===== src/rtl/axi_udp_rx.sv =====
// ============================================================================
//  Module   : axi_udp_rx
//  Purpose  : Parses byte-serial Ethernet II/ARP frames and requests a unicast
//             ARP reply from the transmitter when a request targets our IP.
//             Optional destination-MAC filter: AXI_UDP_RX_MAC_FILTER_EN.
//  Revision : 1.0 - initial release
// ============================================================================
`default_nettype none

module axi_udp_rx #(
    parameter logic [23:0] MAC_MSB = 24'h010203,
    parameter logic [23:0] MAC_LSB = 24'h040506,
    parameter logic [15:0] IP_MSB  = 16'hc0a8,
    parameter logic [15:0] IP_LSB  = 16'h0602
) (
    input  logic        clk,
    input  logic        aresetn,
    input  logic [7:0]  s_axis_tdata,
    input  logic        s_axis_tvalid,
    input  logic        s_axis_tlast,
    output logic        s_axis_tready,
    output logic        arp_start,
    output logic [15:0] arp_opcode,
    output logic [47:0] arp_dst_mac,
    output logic [31:0] arp_dst_ip
);

    localparam logic [31:0] MY_IP  = {IP_MSB, IP_LSB};

    typedef enum logic [0:0] {
        S_RECV = 1'b0,
        S_DROP = 1'b1
    } state_t;

    state_t      state_q, state_d;
    logic [10:0] idx_q, idx_d;
    logic        tready_q;
    logic [47:0] mac_sh_q, mac_sh_d;
    logic [31:0] ip_sh_q, ip_sh_d;
    logic        start_q, start_d;
    logic [15:0] opcode_q, opcode_d;
    logic [47:0] dst_mac_q, dst_mac_d;
    logic [31:0] dst_ip_q, dst_ip_d;
    logic        w_beat;
    logic        w_fail;
    logic        w_accept;

`ifdef AXI_UDP_RX_MAC_FILTER_EN
    localparam logic [47:0] MY_MAC = {MAC_MSB, MAC_LSB};
    logic       bcast_q, bcast_d;
    logic       mine_q, mine_d;
    logic [7:0] w_mac_byte;
`endif

    assign w_beat = s_axis_tvalid & tready_q;

    // Per-byte header check; bytes not listed never fail.
    always_comb begin
        w_fail = 1'b0;
        case (idx_q)
            11'd12: w_fail = (s_axis_tdata != 8'h08);
            11'd13: w_fail = (s_axis_tdata != 8'h06);
            11'd14: w_fail = (s_axis_tdata != 8'h00);
            11'd15: w_fail = (s_axis_tdata != 8'h01);
            11'd16: w_fail = (s_axis_tdata != 8'h08);
            11'd17: w_fail = (s_axis_tdata != 8'h00);
            11'd18: w_fail = (s_axis_tdata != 8'h06);
            11'd19: w_fail = (s_axis_tdata != 8'h04);
            11'd20: w_fail = (s_axis_tdata != 8'h00);
            11'd21: w_fail = (s_axis_tdata != 8'h01);
            11'd38: w_fail = (s_axis_tdata != MY_IP[31:24]);
            11'd39: w_fail = (s_axis_tdata != MY_IP[23:16]);
            11'd40: w_fail = (s_axis_tdata != MY_IP[15:8]);
            11'd41: w_fail = (s_axis_tdata != MY_IP[7:0]);
            default: w_fail = 1'b0;
        endcase
`ifdef AXI_UDP_RX_MAC_FILTER_EN
        case (idx_q)
            11'd0:   w_mac_byte = MY_MAC[47:40];
            11'd1:   w_mac_byte = MY_MAC[39:32];
            11'd2:   w_mac_byte = MY_MAC[31:24];
            11'd3:   w_mac_byte = MY_MAC[23:16];
            11'd4:   w_mac_byte = MY_MAC[15:8];
            default: w_mac_byte = MY_MAC[7:0];
        endcase
        // Flags restart at byte 0 so each frame is judged on its own bytes.
        bcast_d = bcast_q;
        mine_d  = mine_q;
        if (idx_q < 11'd6) begin
            bcast_d = ((idx_q == 11'd0) | bcast_q) & (s_axis_tdata == 8'hff);
            mine_d  = ((idx_q == 11'd0) | mine_q) & (s_axis_tdata == w_mac_byte);
            if (!(bcast_d | mine_d))
                w_fail = 1'b1;
        end
`endif
    end

    always_comb begin
        state_d   = state_q;
        idx_d     = idx_q;
        mac_sh_d  = mac_sh_q;
        ip_sh_d   = ip_sh_q;
        w_accept  = 1'b0;
        if (w_beat) begin
            if (s_axis_tlast)
                idx_d = 11'd0;
            else if (idx_q != 11'd2047)
                idx_d = idx_q + 11'd1;

            if (idx_q >= 11'd22 && idx_q <= 11'd27)
                mac_sh_d = {mac_sh_q[39:0], s_axis_tdata};
            if (idx_q >= 11'd28 && idx_q <= 11'd31)
                ip_sh_d = {ip_sh_q[23:0], s_axis_tdata};

            case (state_q)
                S_RECV: begin
                    if (s_axis_tlast)
                        w_accept = ~w_fail & (idx_q >= 11'd41);
                    else if (w_fail)
                        state_d = S_DROP;
                end
                default: begin
                    if (s_axis_tlast)
                        state_d = S_RECV;
                end
            endcase
        end
    end

    // Outputs load only on accept so later shadow updates cannot disturb them.
    always_comb begin
        start_d   = w_accept;
        opcode_d  = opcode_q;
        dst_mac_d = dst_mac_q;
        dst_ip_d  = dst_ip_q;
        if (w_accept) begin
            opcode_d  = 16'h0002;
            dst_mac_d = mac_sh_q;
            dst_ip_d  = ip_sh_q;
        end
    end

    always_ff @(posedge clk or negedge aresetn) begin
        if (!aresetn) begin
            state_q   <= S_RECV;
            idx_q     <= 11'd0;
            tready_q  <= 1'b0;
            mac_sh_q  <= 48'd0;
            ip_sh_q   <= 32'd0;
            start_q   <= 1'b0;
            opcode_q  <= 16'd0;
            dst_mac_q <= 48'd0;
            dst_ip_q  <= 32'd0;
        end else begin
            state_q   <= state_d;
            idx_q     <= idx_d;
            tready_q  <= 1'b1;
            mac_sh_q  <= mac_sh_d;
            ip_sh_q   <= ip_sh_d;
            start_q   <= start_d;
            opcode_q  <= opcode_d;
            dst_mac_q <= dst_mac_d;
            dst_ip_q  <= dst_ip_d;
        end
    end

`ifdef AXI_UDP_RX_MAC_FILTER_EN
    always_ff @(posedge clk or negedge aresetn) begin
        if (!aresetn) begin
            bcast_q <= 1'b0;
            mine_q  <= 1'b0;
        end else if (w_beat) begin
            bcast_q <= bcast_d;
            mine_q  <= mine_d;
        end
    end
`endif

    assign s_axis_tready = tready_q;
    assign arp_start     = start_q;
    assign arp_opcode    = opcode_q;
    assign arp_dst_mac   = dst_mac_q;
    assign arp_dst_ip    = dst_ip_q;

endmodule

`default_nettype wire


===== config.mk =====
export PLATFORM = sky130hd
export DESIGN_NAME = axi_udp_rx
export DESIGN_NICKNAME = d
export VERILOG_FILES = /design/src/rtl/axi_udp_rx.sv
export SDC_FILE = /design/constraint.sdc
export NUM_CORES = 1
export LEC_CHECK = 0
export ABC_AREA = 0
export CORE_AREA = 2 2 154 118
export CTS_CLUSTER_DIAMETER = 200
export DETAILED_ROUTE_END_ITERATION = 6
export DIE_AREA = 0 0 156 120
export GPL_ROUTABILITY_DRIVEN = 0
export PLACE_DENSITY = 0.67
export SETUP_SLACK_MARGIN = 0.3
export SLEW_MARGIN = 10
export SYNTH_ARGS = -nofsm -noshare
export SYNTH_HDL_FRONTEND = slang
export SYNTH_SLANG_ARGS = --single-unit

===== constraint.sdc =====
create_clock -name clk -period 4.3 [get_ports clk]
set_input_delay 0.86 -clock clk [delete_from_list [all_inputs] [get_ports clk]]
set_output_delay 0.86 -clock clk [all_outputs]
set_load 0.03 [all_outputs]

Word level (Yosys, flattened, before mapping)
Cells that the tools add are included.
{"block": "word_totals", "register_bits": 175, "in_bits": 12, "elab_cells": 61, "output_inout_bits": 98}
{"block": "classes", "addsub": 1, "n_bitwise": 3, "reduce_logical": 11, "eq_ne": 22, "n_lt_le_gt_ge": 5, "n_mux": 10}
{"op": "$eq 11x5->1 const B", "n": 6}
{"op": "$eq 11x4->1 const B", "n": 4}
{"op": "$eq 11x6->1 const B", "n": 4}
{"op": "$ge 11x5->1 const B", "n": 2}
{"op": "$le 11x5->1 const B", "n": 2}
{"op": "$mux 11", "n": 2}
{"op": "$ne 8x3->1 const B", "n": 2}
{"op": "$ne 8x8->1 const B", "n": 2}
{"op": "$add 11x1->11 const B", "n": 1}
{"op": "$ge 11x6->1 const B", "n": 1}
{"op": "$ne 11x11->1 const B", "n": 1}
{"op": "$ne 8x1->1 const B", "n": 1}
{"op": "$ne 8x2->1 const B", "n": 1}
{"op": "$ne 8x4->1 const B", "n": 1}
{"op": "$pmux 1 s8", "n": 1}
{"op": "$reduce_bool 8->1", "n": 1}
{"op": "$mux 1", "n": 7}
{"op": "$reduce_and 2->1", "n": 3}
{"op": "$reduce_or 3->1", "n": 2}
{"op": "$reduce_or 2->1", "n": 2}
{"op": "$and 1x1->1", "n": 2}
{"op": "$logic_and 1x1->1", "n": 2}
{"op": "$reduce_bool 2->1", "n": 1}
{"op": "$not 1->1", "n": 1}

Longest topological paths before layout
Gate-level depths: netlist of run 1.
{"block": "depth", "word_depth": 8, "depth_mapped": 10, "ltp_nobuf": 9}

Worst setup path after synthesis of run 1
OpenSTA, ideal clock, no wires.
{"block": "synth_path", "path_type": "register to register", "from": "register idx_q[7]", "to": "register dst_ip_q[10], in the netlist arp_dst_ip[10]", "arrival_time_ns": 2.873, "period_less_slack_ns": 2.998, "setup_ns": 0.125, "t_required_ns": 4.175, "path_stages_with_launch": 9, "path_slack_ns": 1.302, "n_path_buf": 1, "path_cell_list": "dfrtp_1 -> or4b_4 -> or3_1 -> mux2_1 -> a2111oi_2 -> o311a_1 -> o21ai_4 -> buf_6 -> mux2_4"}
{"block": "synth_between", "elab_chain_cells": 8, "word_cells_on_any_way": 25, "cone_classes": "order compare: 1; eq/ne: 14; mux: 4; bitwise: 2; reduce/logical: 4"}
{"element": "from (decl)", "line": "36", "source": "logic [10:0] idx_q, idx_d;"}
{"element": "from (signal assigned)", "line": "156", "source": "idx_q <= idx_d;"}
{"element": "$eq 11x6->1 (tied with other cells)", "line": "60", "source": "case (idx_q)"}
{"element": "$reduce_or 3->1 (no line) or $reduce_or 2->1 (tied branches)"}
{"element": "$pmux 1 s8", "line": "60"}
{"element": "$not 1->1", "line": "118", "source": "w_accept = ~w_fail & (idx_q >= 11'd41);"}
{"element": "$and 1x1->1 (*)", "line": "118"}
{"element": "$mux 1 (*)", "line": "117", "source": "if (s_axis_tlast)"}
{"element": "$mux 1 (*)", "line": "115", "source": "case (state_q)"}
{"element": "$mux 1 (*)", "line": "104", "source": "if (w_beat) begin"}
{"element": "to (signal assigned)", "line": "163", "source": "dst_ip_q <= dst_ip_d;"}
{"element": "to (decl)", "line": "43", "source": "logic [31:0] dst_ip_q, dst_ip_d;"}
Every way passes the cells marked *; elsewhere a longest branch is shown, timed or not.
A chain may end at the register's enable or synchronous reset.

Worst setup path in the final report of run 1
{"block": "layout_path", "from": "register idx_q[4]", "to": "register dst_mac_q[27], in the netlist arp_dst_mac[27]"}
{"block": "layout_between", "elab_chain_cells": 8, "word_cells_on_any_way": 25, "cone_classes": "order compare: 1; eq/ne: 14; mux: 4; bitwise: 2; reduce/logical: 4"}
{"element": "$eq 11x6->1 (tied with other cells)", "line": "60"}
{"element": "$reduce_or 3->1 (no line) or $reduce_or 2->1 (tied branches)"}
{"element": "$pmux 1 s8", "line": "60"}
{"element": "$not 1->1", "line": "118"}
{"element": "$and 1x1->1 (*)", "line": "118"}
{"element": "$mux 1 (*)", "line": "117"}
{"element": "$mux 1 (*)", "line": "115"}
{"element": "$mux 1 (*)", "line": "104"}
{"element": "to (signal assigned)", "line": "162", "source": "dst_mac_q <= dst_mac_d;"}
{"element": "to (decl)", "line": "42", "source": "logic [47:0] dst_mac_q, dst_mac_d;"}
Marked as above.

==> impl_metrics.toml, run 1 <==
[run_status]
outcome = "finished, final reports clean"

[cts]
cts.reportedPaths.clkPinSlew_ns = 0.07
cts_root_buf = "clkbuf_16"
cts_tree = "built"
postCtsSetupBuffers = 0
numCtsBuffers = 17
cts_resized = 0
hold_buffers = 0
clockBufferDepth = 2
cts.sinks = 175
htree_levels = 4
clk_latency_ns = 0.43

[power]
intPower_mw = 2.57
clkPwrFrac = 0.429
ir_worst_vdd_mv = 0.350
seq_power_share = 0.500
combPwrFrac = 0.070
p_switching_mw = 0.880
swShare = 0.255
leakage_nw = 4.65
power_density_nw_per_um2 = 373

[placement]
place_area_um2 = 8700
port_buffers = 94
hpwl_um = 9540

[layout]
area_delta_synth_final_pct = 21.9
fillCellCount = 1379
drive_gt1_frac = 0.328
num_antenna_cells = 0
fin_area_um2 = 9260
fin_nets = 619

[setup_path]
critPathKind = "register to register"
endpoint_kind = "register"
path_buf_inv = 1
crit_path_top_delay_cell = "or4b_4"
cp_max_fo = 45
cp_top_family = "simple AND/OR/NAND/NOR gates"
max_stage_delay_ns = 0.64
crit_chain = "or4b_4, or3_1, mux2_1, a2111oi_2, o311a_1, o21ai_4, buf_12, mux2_4"
setup.worst_path.start_class = "register"
arrival_ns = 3.75
crit_required_ns = 4.61

[drt]
wl_per_cell_um = 17.2
drc_errors = 0
top_layer_used = "met4"
wirelength_um = 14400
wl_met2_um = 6630
vias = 4363
vias_per_cell = 5.22
antenna_left = 0
wl_met1_um = 6860
first_pass_iters = 4
route.met3.wl_um = 641
drt_iter0_drc = 274

[global_route]
grt_pass1_vias = 4356
gr-total-overflow = 0
grt_use_total = 0.164
antenna_found_initial = 0
grt_max_degree = 103
grt_pass1_wl_um = 23700

[logic_synthesis]
yosysTopAreaCell = "dfrtp_1"
synth_top_family_by_area = "multiplexers"
yosysMostFrequentCell = "dfrtp_1"
synth_edf_count = 0
ys_warn_count = 0
synth_xor_area_frac = 0.00922
netlist_top_cells_count = "dfrtp_1 (175), mux2_2 (81), mux2_4 (78)"
synth.cell_area_um2 = 7600
synthMuxAreaShare = 0.277
synth.distinct_cells = 51
synth_seq_cells = 175
syn_avg_cell_area_um2 = 14.9
synth_compound_area_frac = 0.0395
synth_area_leaders = "dfrtp_1 (58%), mux2_4 (15%), mux2_2 (12%)"
synth_cells = 509
synth_seq_area_share = 0.576
synth-adder-area-share = 0.00659
synth_top_area_share = 0.576
ys.flop_type = "dfrtp_1"
async_flop_share = 1.00
synth-simple-area-share = 0.0504

[hold_path]
hold_class = "register to register"

[timing]
finalCriticalPeriod_ns = 3.44
finalSetupTns_ns = 0
finalSetupViolations = 0
fin_crit_sh = 0.800
hold_violations = 0
rsz0062_at_grt = "no"
fin_skew_ns = 0.00752
slew_headroom = 0.391
fmax_mhz = 291
tightestPinTransition_ns = 0.914
report.final.slew_viol_count = 0

[die]
fp-row-count = 42
dieArea_um2 = 18700
fp.dieH_um = 120
ios = 110
coreArea_um2 = 17300
die_w_um = 156
start_util = 0.439

[run]
cap_violations = 0
registers in the layout (all words and copies together) (netlist names):
name,count
idx_q,11
state_q,1
arp_start,1
mac_sh_q,48
arp_dst_ip,32
arp_opcode,1
arp_dst_mac,48
ip_sh_q,32
s_axis_tready,1
cell usage in the layout, fill, tap and decap left out, types with 3 or more instances in the layout:
cell | netlist | layout
ha_1 | 4 | 4
and2_1 | 3 | 3
nand3_1 | 5 | 4
clkdlybuf4s50_1 | 0 | 93
clkinv_4 | 0 | 3
a211oi_1 | 3 | 3
a21oi_1 | 7 | 7
nor3_1 | 10 | 10
dfrtp_1 | 175 | 175
xor2_1 | 3 | 3
nand2_1 | 7 | 7
or3_1 | 5 | 5
mux2_2 | 81 | 81
o21ai_0 | 7 | 7
mux2_4 | 78 | 78
nand2b_1 | 5 | 5
clkbuf_16 | 0 | 17
o22ai_1 | 3 | 3
inv_8 | 0 | 3
inv_6 | 0 | 3
inv_1 | 11 | 11
a31oi_1 | 3 | 3
nor4_1 | 7 | 7
clkbuf_1 | 9 | 3
conb_1 | 2 | 16
xnor2_1 | 5 | 5
buf_12 | 0 | 3
nand4_1 | 3 | 3
nor2_1 | 14 | 14
buf_4 | 15 | 3
layer usage:
layer | up-vias | global-route usage
met1 | 2227 | 0.234
met5 | - | 0
met3 | 25 | 0.0419
met4 | 0 | 0.0654
met2 | 122 | 0.242
li1 | 1989 | -
area by class of cell:
type | count | area (µm²) | share of cell area
Sequential cell | 175 | 4380 | 0.473
Multi-Input combinational cell | 298 | 2980 | 0.322
Timing Repair Buffer | 100 | 1020 | 0.111
Clock buffer | 20 | 437 | 0.0471
Tap cell | 220 | 275 | 0.0297
Clock inverter | 12 | 126 | 0.0136
Inverter | 11 | 41.3 | 0.00446
cells by family after synthesis:
group	after synthesis
flip-flops	175
multiplexers	161
AND/OR/NAND/NOR	69
buffers and inverters	50
AO/OA/AOI/OAI	40
XOR/XNOR	8
adder cells (fa/ha/maj)	4
other	2
worst paths after layout:
path                               start         endpoint  slack [ns]  cells past startpoint
setup / recovery                idx_q[4]  arp_dst_mac[27]        0.86                      8
hold / removal             arp_opcode[1]    arp_opcode[1]        0.48                      1
setup reg to reg                idx_q[4]  arp_dst_mac[27]        0.86                      8
hold reg to reg            arp_opcode[1]    arp_opcode[1]        0.48                      1
max in group asynchronous        aresetn       ip_sh_q[1]        2.93                      2
min in group asynchronous        aresetn     mac_sh_q[19]        0.53                      1
power groups by stage:
stage	Clock, mW	Combinational, mW	Sequential (mW)
2_1_floorplan	0	0.187	1.73
3_3_place_gp	0	0.234	1.76
3_5_place_dp	0	0.242	1.76
4_1_cts	1.52	0.243	1.73
5_1_grt	1.59	0.273	1.74
6_report	1.48	0.242	1.73
metrics by stage:
step | util | setup slack [ns] | hold slack (ns) | instances | power, mW
4_1_cts | 0.536 | 0.860 | 0.494 | 836 | 3.49
6_report | 0.536 | 0.862 | 0.481 | 836 | 3.45
5_1_grt | 0.536 | 0.689 | 0.521 | 836 | 3.60
3_3_place_gp | 0.503 | 0.846 | 0.450 | 804 | 1.99
3_5_place_dp | 0.503 | 0.758 | 0.474 | 804 | 2.00
2_1_floorplan | - | 1.30 | 0.468 | 523 | 1.91
Note: power is estimated with default switching activity, not from simulation.
==> inputs of run 2 (changes only) <==
--- a/config.mk
+++ b/config.mk
@@ -11,7 +11,7 @@
 export DETAILED_ROUTE_END_ITERATION = 6
 export DIE_AREA = 0 0 156 120
 export GPL_ROUTABILITY_DRIVEN = 0
-export PLACE_DENSITY = 0.67
+export PLACE_DENSITY = 0.7
 export SETUP_SLACK_MARGIN = 0.3
 export SLEW_MARGIN = 10
 export SYNTH_ARGS = -nofsm -noshare
==> constraint.sdc (replaced) <==
create_clock -name clk -period 3 [get_ports clk]
set_input_delay 0.6 -clock clk [delete_from_list [all_inputs] [get_ports clk]]
set_output_delay 0.6 -clock clk [all_outputs]
set_load 0.03 [all_outputs]
==> impl_metrics.toml, run 2 (synthesized netlist as in run 1, its figures left out) <==
[drt]
vias_per_cell = 5.18
drt_iter0_drc = 263
first_pass_iters = 4
vias = 4617
wl_per_cell_um = 18.6
antenna_left = 0
wirelength_um = 16600
drc_errors = 0

[die]
die_w_um = 156
start_util = 0.439
coreArea_um2 = 17300
dieArea_um2 = 18700
fp-row-count = 42
ios = 110
fp.dieH_um = 120

[global_route]
grt_pass1_vias = 4784
antenna_found_initial = 0
grt_pass1_wl_um = 26300
gr-total-overflow = 0
grt_max_degree = 79
grt_use_total = 0.183

[power]
seq_power_share = 0.480
p_switching_mw = 1.27
power_density_nw_per_um2 = 508
ir_worst_vdd_mv = 0.332
swShare = 0.248
combPwrFrac = 0.101
intPower_mw = 3.85
leakage_nw = 5.10
clkPwrFrac = 0.419

[cts]
hold_buffers = 0
htree_levels = 4
numCtsBuffers = 17
cts.reportedPaths.clkPinSlew_ns = 0.06
cts.sinks = 175
clk_latency_ns = 0.43
cts_root_buf = "clkbuf_16"
cts_tree = "built"
clockBufferDepth = 2

[timing]
fmax_mhz = 326
hold_violations = 0
fin_crit_sh = 1.02
rsz0062_at_grt = "yes"
report.final.slew_viol_count = 0
finalSetupViolations = 79
fin_ws_ns = -0.0687
finalCriticalPeriod_ns = 3.07
tightestPinTransition_ns = 0.732
slew_headroom = 0.512
fin_skew_ns = 0.00686

[placement]
port_buffers = 94
dpl_worst_slack_ns = -0.0964
hpwl_um = 10700
placedCellCount = 846

[setup_path]
arrival_ns = 3.38
critPathKind = "register to register"
crit_required_ns = 3.31
setup.worst_path.start_class = "register"
endpoint_kind = "register"
cp_max_fo = 5

[layout]
fin_nets = 676
num_antenna_cells = 0
drive_gt1_frac = 0.413
area_delta_synth_final_pct = 32.7
layout_common_cells = "dfrtp_1 (175), clkdlybuf4s50_1 (93), mux2_2 (81)"
final_cells = 891
final_common_cell = "dfrtp_1"

[run_status]
outcome = "complete, but fails checks"
violations = "negative setup slack"

[run]
cap_violations = 0

[hold_path]
hold_class = "input pin to asynchronous set/reset pin"
-- run 2: final cells by class --
class / instances / area [µm²]
clock buffers: 23 / 498
clock inverters: 7 / 76.3
fillers: 1315 / 7210
inverters: 11 / 41.3
multi-input cells: 298 / 3100
flip-flops and latches: 175 / 4380
well taps: 220 / 275
repair buffers: 157 / 1710
-- run 2: power by group through the flow --
stage               Combinational (mW)  Sequential (mW)  Clock (mW)
floorplan                        0.286             2.47           0
global placement                 0.469             2.49           0
detailed placement               0.486             2.49           0
CTS                              0.501             2.45        2.18
global route                     0.563             2.46        2.29
finish                           0.516             2.46        2.15
-- run 2: per-stage QoR --
stage	cell area (µm²)	total power [mW]	hold slack (ns)	TNS, ns	utilization
3_3_place_gp	9170	2.96	0.450	-1.80	0.530
5_1_grt	10100	5.32	0.252	-9.69	0.583
2_1_floorplan	7710	2.76	0.304	0	-
6_report	10100	5.12	0.192	-3.10	0.583
4_1_cts	9980	5.13	0.216	-3.31	0.577
3_5_place_dp	9170	2.98	0.462	-5.87	0.530
-- run 2: routing by layer --
metal	wire length, µm	up-vias	GRT usage
met5	0	-	0
met1	7560	2342	0.253
met3	692	33	0.0394
met4	408	0	0.0768
met2	7920	143	0.282
li1	-	2099	-
-- run 2: repair_timing --
action,in CTS,in global routing
hold endpoints to repair,0,0
gates resized for setup,12,9
cloned,5,2
setup endpoints to repair,82,83
pin swaps,7,3
buffers inserted,7,1
-- run 2: worst paths after layout --
check                                    from             end  slack (ns)  depth (start not counted)
worst max-delay path                 idx_q[7]  arp_dst_mac[5]       -0.07                          9
worst min-delay path                  aresetn    mac_sh_q[35]        0.19                          1
worst max register to register       idx_q[7]  arp_dst_mac[5]       -0.07                          9
worst min register to register  arp_opcode[1]   arp_opcode[1]        0.49                          1
max in group asynchronous             aresetn  arp_dst_ip[10]        2.05                          2
min in group clk                arp_opcode[1]   arp_opcode[1]        0.49                          1
-- run 2: critical path, cell delays in order, from the launching register on --
cell	delay [ns]
dfrtp_1	0.39
or4b_4	0.56
or3_4	0.36
mux2_4	0.32
a2111oi_4	0.30
o311a_1	0.28
o21ai_4	0.10
buf_12	0.18
clkbuf_16	0.16
mux2_4	0.30
==> inputs of run 3 (changes only) <==
--- a/config.mk
+++ b/config.mk
@@ -6,13 +6,14 @@
 export NUM_CORES = 1
 export LEC_CHECK = 0
 export ABC_AREA = 0
-export CORE_AREA = 2 2 154 118
+export CORE_AREA = 4 4 156 120
 export CTS_CLUSTER_DIAMETER = 200
 export DETAILED_ROUTE_END_ITERATION = 6
-export DIE_AREA = 0 0 156 120
+export DIE_AREA = 0 0 160 124
 export GPL_ROUTABILITY_DRIVEN = 0
 export PLACE_DENSITY = 0.7
 export SETUP_SLACK_MARGIN = 0.3
+export SKIP_LAST_GASP = 1
 export SLEW_MARGIN = 10
 export SYNTH_ARGS = -nofsm -noshare
 export SYNTH_HDL_FRONTEND = slang
==> impl_metrics.toml, run 3 (synthesized netlist as in run 1, its figures left out) <==
[global_route]
top_usage_layer = "met2"
grt_pass1_wl_um = 25800
grt_pass1_vias = 4661
grtUsageMet3 = 0.0347
grt_use_total = 0.165
gr-usage-met2 = 0.262
gr-total-overflow = 0
met1_usage = 0.231
antenna_found_initial = 0
grt_max_degree = 71

[setup_path]
crit_required_ns = 3.30
setup.worst_path.start_class = "register"
endpoint_kind = "register"
arrival_ns = 3.37
critPathKind = "register to register"
cp_max_fo = 12

[timing]
slew_headroom = 0.580
fin_crit_sh = 1.02
finalCriticalPeriod_ns = 3.07
rsz0062_at_grt = "yes"
hold_ws_ns = 0.163
report.final.slew_viol_count = 0
finalSetupTns_ns = -3.15
fin_skew_ns = 0.00776
tightestPinTransition_ns = 0.631
hold_violations = 0
fmax_mhz = 326
finalSetupViolations = 80
fin_ws_ns = -0.0701

[power]
power_density_nw_per_um2 = 510
ir_worst_vdd_mv = 0.355
leakage_nw = 4.97

[die]
die_w_um = 160
fp.dieH_um = 124
dieArea_um2 = 19800
fp-row-count = 42
start_util = 0.438
coreArea_um2 = 17300
ios = 110

[drt]
vias_per_cell = 5.20
drc_errors = 0
vias = 4578
wirelength_um = 16100
wl_per_cell_um = 18.3
antenna_left = 0
first_pass_iters = 4
drt_iter0_drc = 214

[layout]
fin_area_um2 = 9820
area_delta_synth_final_pct = 29.3
post-route-util = 0.567
final_cells = 881
num_antenna_cells = 0
layout_common_cells = "dfrtp_1 (175), clkdlybuf4s50_1 (93), mux2_2 (81)"
fillCellCount = 1360
final_common_cell = "dfrtp_1"
drive_gt1_frac = 0.387
fin_nets = 666

[cts]
clk_latency_ns = 0.42
cts_root_buf = "clkbuf_16"
cts_tree = "built"
clockBufferDepth = 2
hold_buffers = 0
htree_levels = 4
cts.sinks = 175
numCtsBuffers = 17
cts.reportedPaths.clkPinSlew_ns = 0.06

[placement]
hpwl_um = 10600
port_buffers = 94
placedCellCount = 841
place_area_um2 = 9050

[run_status]
outcome = "complete, but fails checks"
violations = "negative setup slack"

[run]
cap_violations = 0

[hold_path]
hold_class = "input pin to asynchronous set/reset pin"
[run 3: power breakdown]
part	leakage (nW)	total, mW	switching [mW]	internal (mW)
registers	2.44	2.45	0.0546	2.40
clock network	0.267	2.08	0.892	1.18
logic	2.26	0.482	0.299	0.183
total	4.97	5.01	1.24	3.77
[run 3: worst max-delay path: stages (launching register included)]
cell and delay [ns]:
dfrtp_1 0.40, or4b_4 0.53, or3_4 0.36, mux2_4 0.32
a2111oi_4 0.29, o311a_1 0.28, o21ai_4 0.08, buf_4 0.18
clkbuf_16 0.19, mux2_4 0.30
[run 3: stage by stage]
step | worst slack [ns] | power, mW
CTS | -0.0457 | 5.05
detailed placement | -0.107 | 2.96
global route | -0.123 | 5.22
finish | -0.0701 | 5.01
floorplan | 0.0610 | 2.76
global placement | -0.0779 | 2.95
[run 3: repair_timing]
action                     in CTS  in global routing
pin swaps                       3                  0
gates resized for setup         7                  1
setup endpoints to repair      82                 83
buffers inserted                4                  0
gates cloned                    3                  3
[run 3: final cells by class]
type / instances / area [µm²] / share of cell area
clock buffer: 22 / 464 / 0.0472
clock inverter: 8 / 82.6 / 0.00841
inverter: 11 / 41.3 / 0.00420
multi-input combinational: 298 / 3050 / 0.311
sequential: 175 / 4380 / 0.446
tap: 220 / 275 / 0.0280
timing repair buffer: 147 / 1530 / 0.156
[run 3: per-layer routing]
metal	wire (µm)	up-vias
li1	-	2087
met1	7630	2353
met2	7720	117
met3	574	21
met4	216	0
met5	0	-
[run 3: path summary, 6_finish.rpt]
path / depth (start not counted) / slack, ns / to / from
max: 9 / -0.07 / arp_dst_mac[9] / idx_q[7]
min: 1 / 0.16 / mac_sh_q[19] / aresetn
max reg2reg: 9 / -0.07 / arp_dst_mac[9] / idx_q[7]
min reg2reg: 1 / 0.47 / arp_opcode[1] / arp_opcode[1]
max in group asynchronous: 2 / 2.07 / mac_sh_q[16] / aresetn
min in group clk: 1 / 0.47 / arp_opcode[1] / arp_opcode[1]
==> edit 1 (flow settings as in run 2) <==
Build with the macro `AXI_UDP_RX_MAC_FILTER_EN` defined.
--- a/src/rtl/axi_udp_rx.sv
+++ b/src/rtl/axi_udp_rx.sv
@@ -7,4 +7,6 @@
 // ============================================================================
 `default_nettype none
+
+`define AXI_UDP_RX_MAC_FILTER_EN
 
 module axi_udp_rx #(
Behaviour: same outputs for any inputs over 10 cycles, from zero or initial values and one cycle with aresetn low; that may be too few to reach the edited logic, so the function may still have changed.
==> edit 1 against run 2 <==
The run still ends with negative setup slack left; sequential share of layout area decreased by 0.21 points; wire length increased by 2.0%; via count increased by 4.5%; worst setup slack got worse by 110 ps; area after synthesis increased by 4.1%; global-route usage decreased by 0.37 points; non-clock buffer count decreased by 2; sequential cell count increased by 2; largest cell class unchanged; final area increased by 1.7%; synthesized cell count increased by 5.1%; power decreased by 3.6%; combinational power decreased by 39%; hold slack got worse by 58 ps.
==> edit 1: results (changes against run 2) <==
Outcome
  • Status: finished with violations
  • Failing checks: negative setup slack

Placed design
  • DP Cell Count: 867 (+2.5%)
  • Pre-CTS setup slack: -230.3 ps (-133.8 ps)
  • Post-DP Area: 9349 um^2 (+1.9%)
  • DPL Wire Length: 11300 um (+5.9%)

Global routing
  • Vias in the first global route: 4832 (+1.0%)
  • Pin count of the biggest net entering global routing: 58 (-27%)

Critical path
  • Cell family with most CP delay: buffers and inverters
  • Slowest-stage cell, CP: or4_4
  • CP startpoint: idx_q[0]
  • Reg-to-reg critical path endpoint: arp_dst_ip[11]
  • Worst Path Arrival: 3480 ps (+100 ps)
  • Worst r2r path cells: 12 (+3)

Timing
  • Setup Skew: 10.25 ps (+3.391 ps)
  • Setup violators final: 79 (unchanged)
  • Sum Neg Setup Slack: -10560 ps (-7459 ps)
  • Hold slack: 133.6 ps (-58.18 ps)
  • Setup ws final: -175.8 ps (-107.1 ps)

Final layout
  • Layout Cells excl Fill: 911 (+2.2%)
  • Clk cell area share: 5.709% (+0.012 points)
  • Multi-input gates: 323 (+8.4%)
  • Nets: 695 (+2.8%)
  • Non-Clock Buffer Count: 155 (-1.3%)
  • Final Instance Area: 10260 um^2 (+1.7%)
  • Seq area share: 43.23% (-0.21 points)
  • Post-layout util: 59.33% (+1.0 points)
  • Share of cells above drive strength 1: 40.81% (-0.47 points)

Power
  • Flop pwr share: 48.9% (+0.9 points)
  • Static leakage: 4.870 nW (-4.5%)
  • Switching Fraction: 23.08% (-1.7 points)
  • Pint: 3.797 mW (-1.4%)
  • P_comb: 0.315 mW (-39%)

Detailed routing
  • Drt via density: 5.296 (+2.2%)
  • Drt total wl: 16920 um (+2.0%)

Yosys
  • Post-synthesis instance total: 535 (+5.1%)
  • Xor/xnor cell area share of the yosys netlist: 1.218% (+0.30 points)
  • Mux share of post-synthesis cell area: 26.87% (-0.83 points)
  • Synth Area in Adders: 0.6326% (-0.026 points)
  • Synth Area in Compound Gates: 4.381% (+0.43 points)
  • Post-synth top cells: 177 x dfrtp_1, 83 x mux2_2, 78 x mux2_4, 20 x nor2_1
  • Sequential area share after synthesis: 55.99% (-1.6 points)
==> edit 1: worst register-to-register path, delay by kind of cell (launching register included) <==
family          cells  cell delay [ps]
compound gates      3              630
fa+ha+maj           1              170
mux                 1              300
flops               1              460
buf+inv             5              790
simple gates        2              710
==> edit 1: routing by layer <==
layer	track usage, %	up-vias	part of all wire [%]	routed length (um)
met2	26.71	136	47	7906
met5	0	-	0	0
li1	-	2183	-	-
met1	26.02	2495	48	8078
met4	4.817	0	0.71	120
met3	4.948	11	4.8	817
==> edit 1: worst max path at each step <==
stage	endpoint	slack [ps]	cells after the start
3_5_place_dp	arp_dst_ip[21]	-230	10
3_3_place_gp	arp_dst_ip[6]	-160	10
4_1_cts	arp_dst_ip[21]	-70	10
6_report	arp_dst_ip[11]	-180	12
5_1_grt	arp_dst_ip[11]	-230	12
2_1_floorplan	arp_dst_ip[10]	130	10
==> edit 2 (settings of run 2) <==
Without the edit above. `mac_sh_q` and `ip_sh_q` no longer have a reset.
--- a/src/rtl/axi_udp_rx.sv
+++ b/src/rtl/axi_udp_rx.sv
@@ -146,6 +146,4 @@
             idx_q     <= 11'd0;
             tready_q  <= 1'b0;
-            mac_sh_q  <= 48'd0;
-            ip_sh_q   <= 32'd0;
             start_q   <= 1'b0;
             opcode_q  <= 16'd0;
@@ -156,6 +154,4 @@
             idx_q     <= idx_d;
             tready_q  <= 1'b1;
-            mac_sh_q  <= mac_sh_d;
-            ip_sh_q   <= ip_sh_d;
             start_q   <= start_d;
             opcode_q  <= opcode_d;
@@ -163,4 +159,9 @@
             dst_ip_q  <= dst_ip_d;
         end
+    end
+
+    always_ff @(posedge clk) begin
+        mac_sh_q <= mac_sh_d;
+        ip_sh_q  <= ip_sh_d;
     end
 
Check against the original RTL: same outputs for any inputs over 10 cycles, from zero or initial values and one cycle with aresetn low; that may be too few to reach the edited logic, so the function may still have changed.
==> edit 2 against run 2 <==
Combinational power fell by 49%; area after synthesis fell by 4.7%; sequential cell count did not move; final area fell by 5.0%; largest cell class unchanged; critical endpoint is now arp_dst_ip[2]; power fell by 5.5%; wire length fell by 15%; clock skew rose by 8.6 ps; die area did not move; worst setup slack improved by 250 ps; first-iteration DRC count fell by 24%; largest power group unchanged.
==> edit 2: results (changes against run 2) <==
Clocking
  • Skew-Pair Late Insertion Delay: 430 ps (about the same)
  • Root buffer cell: clkbuf_16
  • Clock Path Buffers: 2 (unchanged)
  • Clock transition at path regs: ~70 ps
  • H-Tree Depth: 4 (unchanged)

Critical path
  • Reg-to-reg critical path endpoint: arp_dst_ip[2]
  • Slowest-stage cell, CP: dfrtp_2
  • Worst Path Arrival: 3120 ps (-260 ps)
  • CP startpoint: idx_q[5]
  • Worst Path Max Fanout: 5 (unchanged)
  • Worst r2r path cells: 10 (+1)
  • Cell family with most CP delay: compound AO/OA/AOI/OAI gates
  • Slowest stage delay, CP: 460 ps (-100 ps)
  • CP endpoint: arp_dst_ip[2]

Placed design
  • DPL Wire Length: 9117 um (-15%)
  • Pre-CTS setup slack: -17.96 ps (+78.47 ps)

Yosys
  • Synth Flop Type: dfrtp_1
  • Post-synth EDFFs: 80 (+80)
  • Async set-reset flop share out of synthesis: 54.29% (-46 points)
  • Yosys cell types: 58 (+14%)
  • Post-synth top cells: 95 x dfrtp_1, 80 x edfxtp_1, 78 x mux2_4, 19 x nand2_1, 17 x buf_4
  • Sequential area share after synthesis: 66.02% (+8.4 points)
  • Synth warn: 0 (unchanged)
  • Synth area leaders: edfxtp_1 33%, dfrtp_1 33%, mux2_4 16%

Timing
  • Hold slack: 211.8 ps (+19.99 ps)
  • Setup Skew: 15.44 ps (+8.580 ps)
  • Max-slew headroom: 54.76% (+3.6 points)

Detailed routing
  • TritonRoute pass-1 iters: 4 (unchanged)
  • Via Count: 4023 (-13%)
  • Initial drt markers: 200 (-24%)
  • DR WL/cell: 17.45 um (-6.2%)

Outcome
  • Status: finished, final reports clean

Power
  • Static leakage: 3.901 nW (-23%)
  • Peak VDD IR: 0.3734 mV (+12%)

Global routing
  • Initial antenna violation count: 0 (unchanged)
  • Met3 usage: 4.948% (+1.0 points)
  • Met1 Resource Use GR: 20.22% (-5.1 points)
  • Pin count of the biggest net entering global routing: 50 (-37%)
  • First-pass GRT wire length: 22030 um (-16%)
  • Met2 Use GR: 24.20% (-4.0 points)
  • GRT Util Overall: 15.34% (-3.0 points)

Final layout
  • Antenna cells: 0 (unchanged)
  • Share of cells above drive strength 1: 34.69% (-6.6 points)
  • Nets: 595 (-12%)
  • Fill cell count: 1341 (+2.0%)

Hold path
  • Min-delay worst type: in2async
==> edit 2: cell types whose count changed after synthesis, sizes merged, moves of 7 or more <==
cell,change
nand2,+12
inv,-8
dfrtp,-80
and3,+7
edfxtp,+80
mux2,-80
==> edit 2: cell type report <==
cell class,count,area share [%]
clock inverters,14,1.306
multi-input cells,234,24.50
flip-flops and latches,175,50.00
inverters,3,0.1437
repair buffers,148,16.73
well taps,220,2.874
clock buffers,17,4.441
==> edit 2: kinds of logic (layout without fill, tap and decap cells) <==
group,count (synthesis),count (layout),share of synthesized area [%]
DFF,175,175,66.02
and+or+nand+nor,86,86,6.913
muxes,83,83,16.90
AOI/OAI and AO/OA,38,38,3.681
buffers and inverters,35,182,4.839
xor gates and xnor gates,7,7,0.8469
adders and majority gates,4,4,0.6914
other,2,16,0.1037
==> edit 2: repair_timing <==
action / in CTS / in global routing
gates resized for setup: 31 / 13
hold buffers: 0 / 0
gates cloned: 2 / 5
endpoints found under the setup margin: 79 / 81
pin swaps: 5 / 6
buffers inserted: 16 / 11
==> edit 2: routing by layer <==
metal / wire length, um / share of wire (%)
met1: 6347 / 45
met2: 6953 / 49
met3: 685 / 4.8
met4: 165 / 1.2
met5: 0 / 0
==> edit 2: power by group <==
group | internal [mW] | switching (mW)
Clock | 1.09 | 0.961
Sequential | 2.51 | 0.0192
Combinational | 0.104 | 0.160
Total | 3.70 | 1.14
==> edit 2: through the flow <==
stage	cells	cell area [um^2]	TNS, ps	util, %
after floorplan	444	7352	0	-
after global placement	746	8464	0	48.96
after detailed placement	746	8464	-161.9	48.96
after CTS	795	9326	0	53.94
after global routing	811	9579	0	55.41
final	811	9579	0	55.41
